--- src/rtl/tl_pkg.sv ---
// Shared types and constants for the two-road traffic-light phase scheduler:
// state encoding, lamp codes, display-select codes and the lamp decoder.
package tl_pkg;

  typedef enum logic [2:0] {
    ST_INIT = 3'd0,
    ST_MG   = 3'd1,
    ST_MY   = 3'd2,
    ST_ARA  = 3'd3,
    ST_SG   = 3'd4,
    ST_SY   = 3'd5,
    ST_ARB  = 3'd6
  } state_e;

  localparam logic [2:0] RYG_R   = 3'b100;
  localparam logic [2:0] RYG_Y   = 3'b010;
  localparam logic [2:0] RYG_G   = 3'b001;
  localparam logic [2:0] RYG_ALL = 3'b111;

  localparam logic [1:0] SEL_NONE = 2'b00;
  localparam logic [1:0] SEL_MAIN = 2'b01;
  localparam logic [1:0] SEL_SIDE = 2'b10;

  typedef struct packed {
    logic [2:0] ryg0;
    logic [2:0] ryg1;
    logic [1:0] sel;
  } lamp_t;

  // Unknown encodings show all lamps lit, same as INIT, until the FSM recovers.
  function automatic lamp_t decode_lamps(input state_e st);
    lamp_t l;
    l = '{ryg0: RYG_ALL, ryg1: RYG_ALL, sel: SEL_NONE};
    case (st)
      ST_MG:   l = '{ryg0: RYG_G, ryg1: RYG_R, sel: SEL_MAIN};
      ST_MY:   l = '{ryg0: RYG_Y, ryg1: RYG_R, sel: SEL_MAIN};
      ST_ARA:  l = '{ryg0: RYG_R, ryg1: RYG_R, sel: SEL_NONE};
      ST_SG:   l = '{ryg0: RYG_R, ryg1: RYG_G, sel: SEL_SIDE};
      ST_SY:   l = '{ryg0: RYG_R, ryg1: RYG_Y, sel: SEL_SIDE};
      ST_ARB:  l = '{ryg0: RYG_R, ryg1: RYG_R, sel: SEL_NONE};
      default: l = '{ryg0: RYG_ALL, ryg1: RYG_ALL, sel: SEL_NONE};
    endcase
    return l;
  endfunction

endpackage

--- src/rtl/tl_countdown.sv ---
// Shared 6-bit phase countdown: loads on phase entry, otherwise counts down
// to 1 and sticks there; hold freezes the value.
module tl_countdown (
  input  logic       s_clk_1Hz,
  input  logic       rst_N,
  input  logic       load,
  input  logic [5:0] load_val,
  input  logic       hold,
  output logic [5:0] cnt,
  output logic       expired
);

  logic [5:0] cnt_q;
  logic [5:0] cnt_d;

  // NOTE: every path assigns cnt_d because it starts from cnt_q; without that
  // default, a missed branch would infer a latch.
  always_comb begin
    cnt_d = cnt_q;
    if (load) begin
      cnt_d = load_val;
    end else if (!hold && (cnt_q > 6'd1)) begin
      cnt_d = cnt_q - 6'd1;
    end
  end

  // NOTE: state flops use non-blocking assignments so every register samples
  // pre-edge values, independent of block ordering.
  always_ff @(posedge s_clk_1Hz or negedge rst_N) begin
    if (!rst_N) begin
      cnt_q <= 6'd0;
    end else begin
      cnt_q <= cnt_d;
    end
  end

  assign cnt     = cnt_q;
  assign expired = (cnt_q == 6'd1);

endmodule

--- src/rtl/tl_phase_scheduler.sv ---
// Two-road traffic-light phase scheduler: phase FSM, pedestrian latch and
// Moore output decode around one shared countdown.
module tl_phase_scheduler
  import tl_pkg::*;
#(
  parameter int T_MAIN_GREEN = 60,
  parameter int T_SIDE_GREEN = 20,
  parameter int T_YELLOW     = 4,
  parameter int T_ALLRED     = 2,
  parameter int T_PED        = 15
) (
  input  logic       s_clk_1Hz,
  input  logic       rst_N,
  input  logic       car_side,
  input  logic       ped_req,
  input  logic       emerg,
  output logic [2:0] ryg0,
  output logic [2:0] ryg1,
  output logic       walk_main,
  output logic       ped_ack,
  output logic [5:0] cnt_value,
  output logic [1:0] cnt_sel,
  output logic [2:0] state_dbg
);

  localparam logic [5:0] T_MG = 6'(T_MAIN_GREEN);
  localparam logic [5:0] T_SG = 6'(T_SIDE_GREEN);
  localparam logic [5:0] T_Y  = 6'(T_YELLOW);
  localparam logic [5:0] T_AR = 6'(T_ALLRED);
  // Walk has been shown for T_PED ticks once the side-green count falls to this value.
  localparam logic [5:0] PED_DONE_CNT = 6'(T_SIDE_GREEN - T_PED + 1);

  state_e     state_q, state_d;
  logic       ped_pend_q, ped_pend_d;
  logic       ped_serv_q, ped_serv_d;
  logic [5:0] cnt;
  logic       expired;
  logic       cnt_load;
  logic       cnt_hold;
  logic [5:0] cnt_load_val;
  logic       sg_entry;
  logic       sg_exit;
  lamp_t      lamps;

  tl_countdown u_countdown (
    .s_clk_1Hz (s_clk_1Hz),
    .rst_N     (rst_N),
    .load      (cnt_load),
    .load_val  (cnt_load_val),
    .hold      (cnt_hold),
    .cnt       (cnt),
    .expired   (expired)
  );

  always_comb begin
    state_d = state_q;
    case (state_q)
      ST_INIT: state_d = ST_ARB;
      ST_MG: begin
        if (expired && (car_side || ped_pend_q) && !emerg) state_d = ST_MY;
      end
      ST_MY: begin
        if (expired) state_d = ST_ARA;
      end
      ST_ARA: begin
        if (expired) state_d = emerg ? ST_MG : ST_SG;
      end
      ST_SG: begin
        if (expired || emerg ||
            (!car_side && (!ped_serv_q || (cnt <= PED_DONE_CNT)))) begin
          state_d = ST_SY;
        end
      end
      ST_SY: begin
        if (expired) state_d = ST_ARB;
      end
      ST_ARB: begin
        if (expired) state_d = ST_MG;
      end
      default: state_d = ST_INIT;
    endcase
  end

  // Any change of state is a phase entry and reloads the countdown.
  always_comb begin
    cnt_load     = (state_d != state_q);
    cnt_hold     = (state_q == ST_MG) && emerg;
    cnt_load_val = 6'd0;
    case (state_d)
      ST_MG:   cnt_load_val = T_MG;
      ST_MY:   cnt_load_val = T_Y;
      ST_ARA:  cnt_load_val = T_AR;
      ST_SG:   cnt_load_val = T_SG;
      ST_SY:   cnt_load_val = T_Y;
      ST_ARB:  cnt_load_val = T_AR;
      default: cnt_load_val = 6'd0;
    endcase
  end

  // A request sampled on the SG entry edge stays pending for the next SG.
  always_comb begin
    sg_entry   = (state_d == ST_SG) && (state_q != ST_SG);
    sg_exit    = (state_q == ST_SG) && (state_d != ST_SG);
    ped_pend_d = ped_req || (ped_pend_q && !sg_entry);
    ped_serv_d = ped_serv_q;
    if (sg_entry) begin
      ped_serv_d = ped_pend_q;
    end else if (sg_exit) begin
      ped_serv_d = 1'b0;
    end
  end

  always_ff @(posedge s_clk_1Hz or negedge rst_N) begin
    if (!rst_N) begin
      state_q    <= ST_INIT;
      ped_pend_q <= 1'b0;
      ped_serv_q <= 1'b0;
    end else begin
      state_q    <= state_d;
      ped_pend_q <= ped_pend_d;
      ped_serv_q <= ped_serv_d;
    end
  end

  // Moore decode: only registered state, count and pedestrian flags feed the outputs.
  always_comb begin
    lamps     = decode_lamps(state_q);
    ryg0      = lamps.ryg0;
    ryg1      = lamps.ryg1;
    cnt_sel   = lamps.sel;
    walk_main = (state_q == ST_SG) && ped_serv_q;
    ped_ack   = walk_main && (cnt == T_SG);
    cnt_value = cnt;
    state_dbg = state_q;
  end

endmodule
--- config.mk ---
export PLATFORM = sky130hd
export DESIGN_NAME = tl_phase_scheduler
export DESIGN_NICKNAME = d
export VERILOG_FILES = /design/src/rtl/tl_pkg.sv /design/src/rtl/tl_countdown.sv /design/src/rtl/tl_phase_scheduler.sv
export SDC_FILE = /design/constraint.sdc
export NUM_CORES = 1
export LEC_CHECK = 0
export BUFFER_PORTS_ARGS = -buffer_cell sky130_fd_sc_hd__clkbuf_2
export CAP_MARGIN = 15
export CORE_MARGIN = 3
export CORE_UTILIZATION = 40
export CTS_CLUSTER_SIZE = 30
export DETAILED_ROUTE_END_ITERATION = 8
export PLACE_DENSITY_LB_ADDON = 0.3
export SYNTH_ARGS = -nofsm -noshare
export SYNTH_HDL_FRONTEND = slang
export SYNTH_SLANG_ARGS = --single-unit
--- constraint.sdc ---
create_clock -name s_clk_1Hz -period 4.8 [get_ports s_clk_1Hz]
set_clock_uncertainty 0.1 [all_clocks]
set_input_delay 1.2 -clock s_clk_1Hz [delete_from_list [all_inputs] [get_ports s_clk_1Hz]]
set_output_delay 1.2 -clock s_clk_1Hz [all_outputs]
set_load 0.005 [all_outputs]
# --- Word-level counts from Yosys, hierarchy flattened ---
# Index checks and enable logic that the tools add are counted.
classes:
  eq_ne: 17
  add_sub_neg: 1
  n_mux: 14
  magnitude_cmp: 2
  reduce_logical: 26
op_table:
  columns: ["op", "count"]
  rows:
  - ["8-bit case mux with 5 select lines", 1]
  - ["6-bit case mux with 4 select lines", 1]
  - ["3-bit two-way mux", 7]
  - ["3-bit case mux with 7 select lines", 1]
  - ["3-bit == test, second input constant", 6]
  - ["3-bit by 2-bit == test with 1-bit output, second input constant", 4]
  - ["6-bit two-way mux", 2]
  - ["1-bit logical AND", 10]
  - ["3-bit by 1-bit == test with 1-bit output, second input constant", 2]
  - ["6-bit by 1-bit == test with 1-bit output, second input constant", 1]
  - ["6-bit by 5-bit == test with 1-bit output, second input constant", 1]
  - ["6-bit by 1-bit > comparator with 1-bit output, second input constant", 1]
  - ["6-bit by 3-bit <= comparator with 1-bit output, second input constant", 1]
  - ["3-bit != test, second input constant", 2]
  - ["2-bit OR reduction", 3]
  - ["6-bit by 1-bit subtractor with 6-bit output, second input constant", 1]
  - ["1-bit logical NOT", 5]
  - ["1-bit logical OR", 5]
  - ["2-bit nonzero test", 2]
  - ["3-bit logical NOT", 1]
  - ["3-bit != test", 1]
  - ["1-bit two-way mux", 2]
word_totals:
  ff_bits: 11
  elab_cells: 64
  output_inout_bits: 19
  inputBits: 5

# --- Depth between registers and ports, before layout ---
# Gate-level depths: netlist of the first run.
depth:
  ltp_word: 11
  mapped_depth: 11
  depth_no_buf: 11

# --- Modules after synthesis ---
# From an unflattened synthesis of the first run, not the netlist that was laid out.
unflattened:
  cells_unflattened: 125
  hier_area_um2: 1037.2
modules_own_cells:
  columns: ["module", "seq_area_each_um2", "area_each_um2", "n_inst", "cells_per_inst"]
  rows:
  - ["tl_phase_scheduler", 125.1, 606.8, 1, 73]
  - ["tl_countdown", 150.1, 430.4, 1, 52]

# --- Worst setup path before layout of the first run ---
# OpenSTA, ideal clock, no wires.
synth_path:
  kind: "input port to flip-flop"
  from: "input emerg"
  to: "register ped_serv_q"
  path_stages: 9
  t_required_ns: 4.574
  setup_time_ns: 0.126
  path_buffers: 0
  arrival_time_ns: 2.352
  path_slack_ns: 2.222
  path_cell_list: "o21ba_2 -> nor2_1 -> o32ai_1 -> nor2_1 -> nand2_1 -> nor2_1 -> ha_1 -> nand2_1 -> o21ai_0"
synth_between:
  elab_chain_len: 7
  word_cells_on_any_way: 15
  cone_classes: "eq/ne: 2; mux: 6; reduce/logical: 7"
synth_rtl:
  columns: ["element", "line_no", "rtl"]
  rows:
  - ["from (decl)", "tl_phase_scheduler.sv:16", "input logic emerg,"]
  - ["1-bit logical OR or 1-bit logical NOT (tied branches)", "tl_phase_scheduler.sv:69, tl_phase_scheduler.sv:60", null]
  - ["1-bit logical OR or 1-bit logical AND (tied branches)", "tl_phase_scheduler.sv:69, tl_phase_scheduler.sv:60", null]
  - ["3-bit two-way mux, on equally long branches", "tl_phase_scheduler.sv:69, tl_phase_scheduler.sv:60", null]
  - ["3-bit case mux with 7 select lines (*)", "tl_phase_scheduler.sv:57", "case (state_q)"]
  - ["3-bit == test or 3-bit != test (tied branches)", "tl_phase_scheduler.sv:102, tl_phase_scheduler.sv:103", null]
  - ["1-bit logical AND, on equally long branches", "tl_phase_scheduler.sv:102, tl_phase_scheduler.sv:103", null]
  - ["1-bit two-way mux or 2-bit nonzero test (tied branches)", null, null]
  - ["to (signal assigned)", "tl_phase_scheduler.sv:121", "ped_serv_q <= ped_serv_d;"]
  - ["to (decl)", "tl_phase_scheduler.sv:35", "logic ped_serv_q, ped_serv_d;"]
# Mark *: on every way between the ends. The rest lies on a longest branch, timed or not.
# A chain may end at the register's enable or synchronous reset.

# --- Worst setup path after layout of the first run ---
layout_path:
  from: "register state_q[2], in the netlist state_dbg[2]"
  to: "output ped_ack"
layout_between:
  elab_chain_len: 3
layout_rtl:
  columns: ["element", "line_no", "rtl"]
  rows:
  - ["from (decl)", "tl_phase_scheduler.sv:33", "state_e state_q, state_d;"]
  - ["from (signal assigned)", "tl_phase_scheduler.sv:119", "state_q <= state_d;"]
  - ["3-bit == test", "tl_phase_scheduler.sv:131", "walk_main = (state_q == ST_SG) && ped_serv_q;"]
  - ["1-bit logical AND", "tl_phase_scheduler.sv:131", null]
  - ["1-bit logical AND", "tl_phase_scheduler.sv:132", "ped_ack = walk_main && (cnt == T_SG);"]
  - ["to (decl)", "tl_phase_scheduler.sv:20", "output logic ped_ack,"]
# Every way passes these cells.

==> results of run 1 <==
-- power by group through the flow --
| stage | sequential [mW] | combinational, mW | clock, mW |
|---|---|---|---|
| 2_1_floorplan | 0.195 | 0.329 | 0 |
| 3_5_place_dp | 0.225 | 0.431 | 0 |
| 3_3_place_gp | 0.220 | 0.420 | 0 |
| 4_1_cts | 0.224 | 0.433 | 0.0636 |
| 6_report | 0.225 | 0.429 | 0.0607 |
| 5_1_grt | 0.238 | 0.483 | 0.0690 |
-- logic make-up after synthesis --
group	after synthesis	synth area share
flops	11	0.283
buf+inv	13	0.0618
mux	2	0.0219
simple gates	46	0.265
compound gates	31	0.250
xor+xnor	6	0.0541
fa+ha+maj	5	0.0644
-- registers in the layout, indices dropped and copies added, names as in the netlist --
name and flops:
ped_serv_q 1, state_dbg 3, ped_pend_q 1, u_countdown.cnt 6
-- routing by layer --
| layer | vias to the layer above | global-route usage |
|---|---|---|
| li1 | 462 | - |
| met1 | 427 | 0.214 |
| met2 | 28 | 0.247 |
| met3 | 0 | 0.0187 |
| met4 | 0 | 0.0417 |
| met5 | - | 0 |
-- worst reg2reg max path: cells and delay by family (launching register included) --
kind,cells,cell delay [ns]
flops,1,0.48
simple gates,3,1.03
compound gates,3,0.65
fa+ha+maj,1,0.17
buf+inv,1,0.04
-- layout by cell type (no fill, tap or decap), types with 3 or more instances in the layout --
cell type	synthesis	layout
clkbuf_2	0	23
ha_1	5	5
nand2b_1	3	3
clkbuf_4	0	3
nand3_1	3	3
inv_1	10	10
dfrtp_1	11	11
xnor2_1	4	4
a21oi_1	3	3
nor2_1	11	11
a21o_1	5	5
nor3_1	3	3
o21ai_0	7	7
nand2_1	8	8
-- area by class of cell --
cell class | instances | area [sq um]
inverters | 10 | 37.5
repair buffers | 23 | 115
flip-flops and latches | 11 | 275
multi-input cells | 90 | 637
clock buffers | 3 | 22.5
fillers | 232 | 1130
well taps | 28 | 35.0
clock inverters | 1 | 5.00
-- final timing paths --
check / depth (start not counted) / to
worst max-delay path: 4 / ped_ack
worst min-delay path: 2 / ped_serv_q
worst max register to register: 8 / ped_pend_q
worst min register to register: 2 / ped_serv_q
max in group asynchronous: 1 / state_dbg[0]
min in group asynchronous: 1 / ped_serv_q
-- through the flow --
step           instances   util  worst slack (ns)
3_3_place_gp         162  0.488              2.00
6_report             166  0.500              1.76
5_1_grt              166  0.500              1.60
2_1_floorplan        114      -              2.22
4_1_cts              166  0.500              1.76
3_5_place_dp         162  0.488              1.93
==> out/metrics.yaml, run 1 <==
status: "completed"
numPortBuffers: 23
total_power_mw: 0.714
switching_share: 0.487
switching_power_mw: 0.348
wl_met2_um: 1090
initial_core_util: 0.431
critPathLaunch: "state_dbg[2]"
syn2layout_area_growth_pct: 16.0
drtIter0Drc: 42
dieArea_sq_mm: 0.00306
min_from: "ped_serv_q"
maxSlewHeadroom: 0.690
wl_met3_um: 120
power_frac_clock: 0.085
drt_pass1_iterations: 4
cts_hold_buf: 0
syn_area_sq_um: 972
cts_tree: "yes"
ant_nets: 0
required_ns: 3.50
post_drt_wl_per_cell_um: 13.7
synth_flop_cell: "dfrtp_1"
gr-usage-all-layers: 0.153
fmax_mhz: 329
viasPerCell: 5.52
maxCapViolations: 0
synth-edff-count: 0
p_per_area_mw_per_mm2: 634
yosys_warnings: 0
avgSynthCellArea_sq_um: 8.53
p_leak_nw: 0.533
final-setup-viol-count: 0
dr.max_layer_used: "met3"
ys_seq_area_frac: 0.283
placed_area_sq_mm: 0.00110
drive_above_1_share: 0.304
postCtsSetupBuffers: 0
dp_hpwl_um: 1780
drc: 0
period_share: 0.633
setup_tns_ns: 0
htree_levels: 1
clock-sinks: 11
die_x_um: 55.3
cpPeakStageDelay_ns: 0.61
start_kind: "flop"
grt_max_degree: 17
antenna_found_initial: 0
rsz0062_at_grt: "no"
worst-path-buf-inv: 1
grt_pass1_vias: 820
endpoint_kind: "primary output"
crit_type: "flop to primary output"
worst_slew_pin_slew_ns: 0.465
r2r_start: "u_countdown.cnt[3]"
vdd_ir_drop_max_v: 0.000356
cts-resized-gates: 0
netlist_top_cells_count: "dfrtp_1, nor2_1, inv_1"
cts_root_buf: "clkbuf_4"
synthArstFlopShare: 1.00
gr-total-overflow: 0
boundaryPins: 24
crit_fanout: 16
synthTopCellsByArea: "dfrtp_1, ha_1, nor2_1"
cts_buffers: 3
holdCritPathClass: "flop to flop"
grt_pass1_wl_um: 3840
synth_top_area_share: 0.283
ys_types: 47
timing.hold.ws_ns: 0.477
clk_pin_slew_ns: 0.07
core_sq_mm: 0.00225
drt_wl_total_um: 2270
finish.instance_area_sq_mm: 0.00113
fp.dieH_um: 55.3
antenna_cells: 0
clockBufferDepth: 2
crit_chain: "nor2b_1, nand2b_1, nor3_1, clkbuf_2"
clk_latency_ns: 0.27
ys_ff_latch: 11
vias: 917
drt-met1-wl_um: 1060
slowest_stage: "dfrtp_1"
synth_top_cell_by_area: "dfrtp_1"
cp_top_family: "simple AND/OR/NAND/NOR gates"
pwr-share-comb: 0.600
drv_slew: 0
layout_min_cycle_time_ns: 3.04
rows: 17
nets: 149
hold_viol: 0
gp_congestion: 0.842
postSynthCellCount: 114
reg2reg_slack_ns: 2.23
arrival_ns: 1.74
seqPwrFrac: 0.315
internal_power_mw: 0.366
syn_nets: 124
Power figures use the tool's default switching activity.
==> inputs of run 2 (changes only) <==
==> constraint.sdc (replaced) <==
create_clock -name s_clk_1Hz -period 2.8 [get_ports s_clk_1Hz]
set_clock_uncertainty 0.1 [all_clocks]
set_input_delay 0.7 -clock s_clk_1Hz [delete_from_list [all_inputs] [get_ports s_clk_1Hz]]
set_output_delay 0.7 -clock s_clk_1Hz [all_outputs]
set_load 0.005 [all_outputs]
==> run 2 against run 1 <==
  * Critical path depth is 6 higher
  * Register-to-register slack worse by 1.9 ns
  * Design area is 2.7% higher
  * Via count is 0.22% higher
==> out/metrics.yaml, run 2 (synthesis results as in run 1) <==
cts_tree: "yes"
period_share: 0.894
met1_usage: 0.216  # +0.00207
drc: 0  # unchanged
seqPwrFrac: 0.276  # -0.039
switching_power_mw: 0.602  # +73%
rows: 17  # unchanged
pwr-share-comb: 0.640  # +0.040
drive_above_1_share: 0.324  # +0.0196
maxCapViolations: 0  # unchanged
hold_viol: 0  # unchanged
clock-sinks: 11  # unchanged
fin_cells: 170  # +2.4%
grt_pass1_vias: 881  # +7.4%
layout_min_cycle_time_ns: 2.50
drv_slew: 0  # unchanged
met3_usage: 0.0257  # +0.00701
htree_levels: 1  # unchanged
cts-resized-gates: 0  # unchanged
vias: 919  # +0.22%
setup_tns_ns: 0  # unchanged
ant_nets: 0  # unchanged
internal_power_mw: 0.650  # +77%
postCtsSetupBuffers: 0  # unchanged
top_usage_layer: "met2"
endpoint_kind: "flop"
p_per_area_mw_per_mm2: 1080  # +71%
p_leak_nw: 0.552  # +3.4%
nets: 153  # +2.7%
worst_slew_pin_slew_ns: 0.425  # -0.0400 ns
gp_congestion: 0.896  # +6.4%
antenna_found_initial: 0  # unchanged
core_sq_mm: 0.00225  # unchanged
drt_wl_total_um: 2340  # +3.0%
antenna_cells: 0  # unchanged
syn2layout_area_growth_pct: 19.0
crit_fanout: 6  # -10
power_frac_clock: 0.084  # about the same
dp_hpwl_um: 1910  # +7.5%
crit_chain: "inv_1, ha_1, inv_1, o41ai_2, a221oi_2, or2_4, nor2_1, ha_1, inv_1, a21o_1"
clk_latency_ns: 0.26  # about the same
fp.dieH_um: 55.3  # unchanged
mostFrequentLayoutCells: "clkbuf_2, nor2_1, dfrtp_1"
numPortBuffers: 23  # unchanged
fmax_mhz: 400
grt_pass1_wl_um: 3950  # +2.7%
final-setup-viol-count: 0  # unchanged
layout_commonest_cell: "clkbuf_2"
start_kind: "flop"
crit_type: "flop to flop"
boundaryPins: 24  # unchanged
gr-total-overflow: 0  # unchanged
slowest_stage: "dfrtp_1"
cpPeakStageDelay_ns: 0.44  # -0.17 ns
grt.met2_usage: 0.248  # +0.00169
largest_reg_flops: 6  # unchanged
arrival_ns: 2.56  # +0.82 ns
initial_core_util: 0.431  # unchanged
post_drt_wl_per_cell_um: 13.8  # +0.61%
cts_hold_buf: 0  # unchanged
drt_pass1_iterations: 4  # unchanged
status: "completed"
rsz0062_at_grt: "no"
clockBufferDepth: 2  # unchanged
regMostFlops: "u_countdown.cnt"
crit_top_cell: "inv_1"
required_ns: 2.85  # -0.65 ns
drtIter0Drc: 17  # -60%
gr-usage-all-layers: 0.157  # +0.00405
dp_cells: 166  # +2.5%
cts_buffers: 3  # unchanged
switching_share: 0.481  # -0.00652
clk_pin_slew_ns: 0.07  # about the same
grt_max_degree: 16  # -1
dieArea_sq_mm: 0.00306  # unchanged
die_x_um: 55.3  # unchanged
viasPerCell: 5.41  # -2.1%
cts_root_buf: "clkbuf_4"
maxSlewHeadroom: 0.714  # +0.0243
holdCritPathClass: "input port to async pin"
vdd_ir_drop_max_v: 0.000591  # +66%
fillers: 239  # +3.0%
-- run 2: power groups by stage --
stage | clock network, mW | registers [mW] | logic [mW]
after global routing | 0.114 | 0.363 | 0.901
after global placement | 0 | 0.342 | 0.780
after CTS | 0.109 | 0.343 | 0.805
after detailed placement | 0 | 0.347 | 0.798
final | 0.105 | 0.345 | 0.801
after floorplan | 0 | 0.334 | 0.564
-- run 2: per-layer routing --
metal | wire [um] | up-vias
met2 | 1170 | 23
met4 | 0 | 0
met1 | 1080 | 432
li1 | - | 464
met3 | 89 | 0
met5 | 0 | -
-- run 2: final timing paths --
kind | cells past startpoint | slack (ns) | end | startpoint
setup / recovery | 10 | 0.30 | ped_pend_q | u_countdown.cnt[1]
hold / removal | 1 | 0.19 | u_countdown.cnt[4] | rst_N
setup reg to reg | 10 | 0.30 | ped_pend_q | u_countdown.cnt[1]
hold reg to reg | 2 | 0.49 | ped_serv_q | ped_serv_q
max in group asynchronous | 1 | 2.19 | state_dbg[0] | rst_N
min in group s_clk_1Hz | 2 | 0.49 | ped_serv_q | ped_serv_q
-- run 2: layout make-up --
type                            count  area [sq um]  share of cell area
Sequential cell                    11           275               0.238
Multi-Input combinational cell     90           637               0.550
Tap cell                           28          35.0              0.0303
Inverter                           10          37.5              0.0324
Clock buffer                        3          22.5              0.0195
Clock inverter                      1          5.00             0.00432
Timing Repair Buffer               27           145               0.125
-- run 2: worst max-delay path, delay by kind of cell, from the launching register on --
family / cells / cell delay [ns]
adders and majority gates: 2 / 0.46
AOI/OAI and AO/OA: 3 / 0.66
and+or+nand+nor: 2 / 0.39
DFF: 1 / 0.44
buffers and inverters: 3 / 0.33
-- run 2: stage by stage --
step / cell area, sq um / util / hold WS, ns / total power [mW] / setup WS (ns)
floorplan: 972 / - / 0.304 / 0.898 / 0.423
global placement: 1130 / 0.501 / 0.450 / 1.12 / 0.373
detailed placement: 1130 / 0.501 / 0.479 / 1.15 / 0.302
CTS: 1160 / 0.513 / 0.195 / 1.26 / 0.281
global route: 1160 / 0.513 / 0.204 / 1.38 / 0.0573
finish: 1160 / 0.513 / 0.194 / 1.25 / 0.298
==> inputs of run 3 (changes only) <==
--- a/config.mk
+++ b/config.mk
@@ -11,7 +11,7 @@
 export CORE_UTILIZATION = 40
 export CTS_CLUSTER_SIZE = 30
 export DETAILED_ROUTE_END_ITERATION = 8
-export PLACE_DENSITY_LB_ADDON = 0.3
+export PLACE_DENSITY_LB_ADDON = 0.25
 export SYNTH_ARGS = -nofsm -noshare
 export SYNTH_HDL_FRONTEND = slang
 export SYNTH_SLANG_ARGS = --single-unit
==> run 3 against run 2 <==
  * Cell count is 0.59% lower
  * Clock-buffer cell count is 1 higher
  * Clock power is 5% lower
  * Non-clock buffer count is 1 lower
  * Critical endpoint is now ped_serv_q
  * Largest power group unchanged
==> out/metrics.yaml, run 3 (synthesis results as in run 1) <==
cts_hold_buf: 0  # unchanged
crit_type: "flop to flop"
ant_nets: 0  # unchanged
holdCritPathClass: "input port to async pin"
drv_slew: 0  # unchanged
maxSlewHeadroom: 0.684  # -0.0305
setup_slack_ns: 0.293  # -0.00498 ns
dp_hpwl_um: 1840  # -3.5%
required_ns: 2.84  # about the same
regArea_sq_um: 275  # unchanged
postCtsSetupBuffers: 0  # unchanged
grt_max_degree: 17  # +1
final-setup-viol-count: 0  # unchanged
regToRegEndpoint: "ped_serv_q"
gp_congestion: 0.875  # -2.3%
layout_min_cycle_time_ns: 2.51  # +0.00498 ns
drive_above_1_share: 0.312  # -0.0119
viasPerCell: 5.61  # +3.8%
setup_tns_ns: 0  # unchanged
dp_cells: 165  # -0.60%
grt_pass1_vias: 828  # -6.0%
status: "completed"
gr-total-overflow: 0  # unchanged
start_kind: "flop"
regMostFlops: "u_countdown.cnt"
initial_core_util: 0.431  # unchanged
internal_power_mw: 0.644  # -0.86%
r2r_start: "u_countdown.cnt[3]"
switching_power_mw: 0.587  # -2.4%
antenna_cells: 0  # unchanged
mostFrequentLayoutCells: "clkbuf_2, nor2_1, dfrtp_1"
drc: 0  # unchanged
post-place-ws_ns: 0.292  # -0.00961 ns
cts_root_buf: "clkbuf_4"
drt_pass1_iterations: 5  # +1
syn2layout_area_growth_pct: 18.1
drt_wl_total_um: 2270  # -3.2%
clockBufferDepth: 2  # unchanged
boundaryPins: 24  # unchanged
reg2reg_slack_ns: 0.29  # about the same
critPathLaunch: "u_countdown.cnt[3]"
dieArea_sq_mm: 0.00306  # unchanged
cts_tree: "yes"
p_leak_nw: 0.543  # -1.5%
vias: 948  # +3.2%
switching_share: 0.477  # -0.00402
fmax_mhz: 399  # -0.20%
htree_levels: 1  # unchanged
fillers: 237  # -0.84%
seqPwrFrac: 0.290  # +0.014
multi_input_area_sq_um: 637  # unchanged
gr-usage-all-layers: 0.148  # -0.00855
cpPeakStageDelay_ns: 0.60  # +0.16 ns
vdd_ir_drop_max_v: 0.000477  # -19%
period_share: 0.895  # +0.00178
cts-resized-gates: 0  # unchanged
drtIter0Drc: 27  # +10
crit_chain: "or4_4, o41ai_2, a221oi_2, or2_4, nor2_1, ha_1, nand2_1, o21ai_0"
fp.dieH_um: 55.3  # unchanged
hold_viol: 0  # unchanged
p_per_area_mw_per_mm2: 1070  # -0.87%
endpoint_kind: "flop"
layout_commonest_cell: "clkbuf_2"
finish.utilization: 0.509  # -0.00388
pwr-share-comb: 0.629  # -0.011
cts_buffers: 3  # unchanged
worst_slew_pin_slew_ns: 0.474  # +0.0493 ns
nets: 152  # -0.65%
numPortBuffers: 23  # unchanged
clk_pin_slew_ns: 0.06  # about the same
clock-sinks: 11  # unchanged
maxCapViolations: 0  # unchanged
arrival_ns: 2.54  # -0.02 ns
power_frac_clock: 0.081  # -0.003
grt_pass1_wl_um: 3820  # -3.3%
cp-endpoint: "ped_serv_q"
largest_reg_flops: 6  # unchanged
clk_latency_ns: 0.25  # about the same
die_x_um: 55.3  # unchanged
fin_cells: 169  # -0.59%
rsz0062_at_grt: "no"
post_drt_wl_per_cell_um: 13.4  # -2.6%
rows: 17  # unchanged
worstRegToRegCells: 8  # -2
crit_fanout: 8  # +2
core_sq_mm: 0.00225  # unchanged
slowest_stage: "or4_4"
antenna_found_initial: 0  # unchanged
timing.hold.ws_ns: 0.206  # +0.0123 ns
run 3: cell types whose count changed in the layout (fill, tap and decap cells not counted):
cell	before	now
buf_4	4	3
clkbuf_1	0	1
clkinv_2	1	0
run 3: worst min-delay path by stage:
stage,from,end,cells after the start
6_report,rst_N,u_countdown.cnt[1],1
5_1_grt,rst_N,ped_serv_q,1
4_1_cts,rst_N,ped_serv_q,1
3_5_place_dp,ped_serv_q,ped_serv_q,2
3_3_place_gp,ped_serv_q,ped_serv_q,2
2_1_floorplan,rst_N,ped_pend_q,0
run 3: final cells by class:
cell class | instances | area share
multi-input cells | 90 | 0.554
flip-flops and latches | 11 | 0.240
well taps | 28 | 0.0305
inverters | 10 | 0.0327
clock buffers | 4 | 0.0229
repair buffers | 26 | 0.120
run 3: worst max-delay path, delay by kind of cell (launching register included):
kind / cells / cell delay, ns
and+or+nand+nor: 4 / 1.08
adders and majority gates: 1 / 0.25
DFF: 1 / 0.47
AOI/OAI and AO/OA: 3 / 0.50
run 3: per-stage QoR:
stage               total power, mW  cell area (sq um)
floorplan                     0.898                972
global placement               1.12               1120
detailed placement             1.13               1120
CTS                            1.24               1150
global route                   1.35               1150
finish                         1.23               1150
run 3: power by group through the flow:
stage	clock network [mW]	registers [mW]	logic, mW
2_1_floorplan	0	0.334	0.564
3_3_place_gp	0	0.351	0.765
3_5_place_dp	0	0.357	0.776
4_1_cts	0.107	0.354	0.782
5_1_grt	0.113	0.372	0.869
6_report	0.100	0.357	0.774
run 3: layer usage:
metal / vias up / share of wire / track usage
li1: 471 / - / -
met1: 447 / 0.43 / 0.197
met2: 28 / 0.50 / 0.252
met3: 2 / 0.056 / 0.0210
met4: 0 / 0.0075 / 0.0382
met5: - / 0 / 0
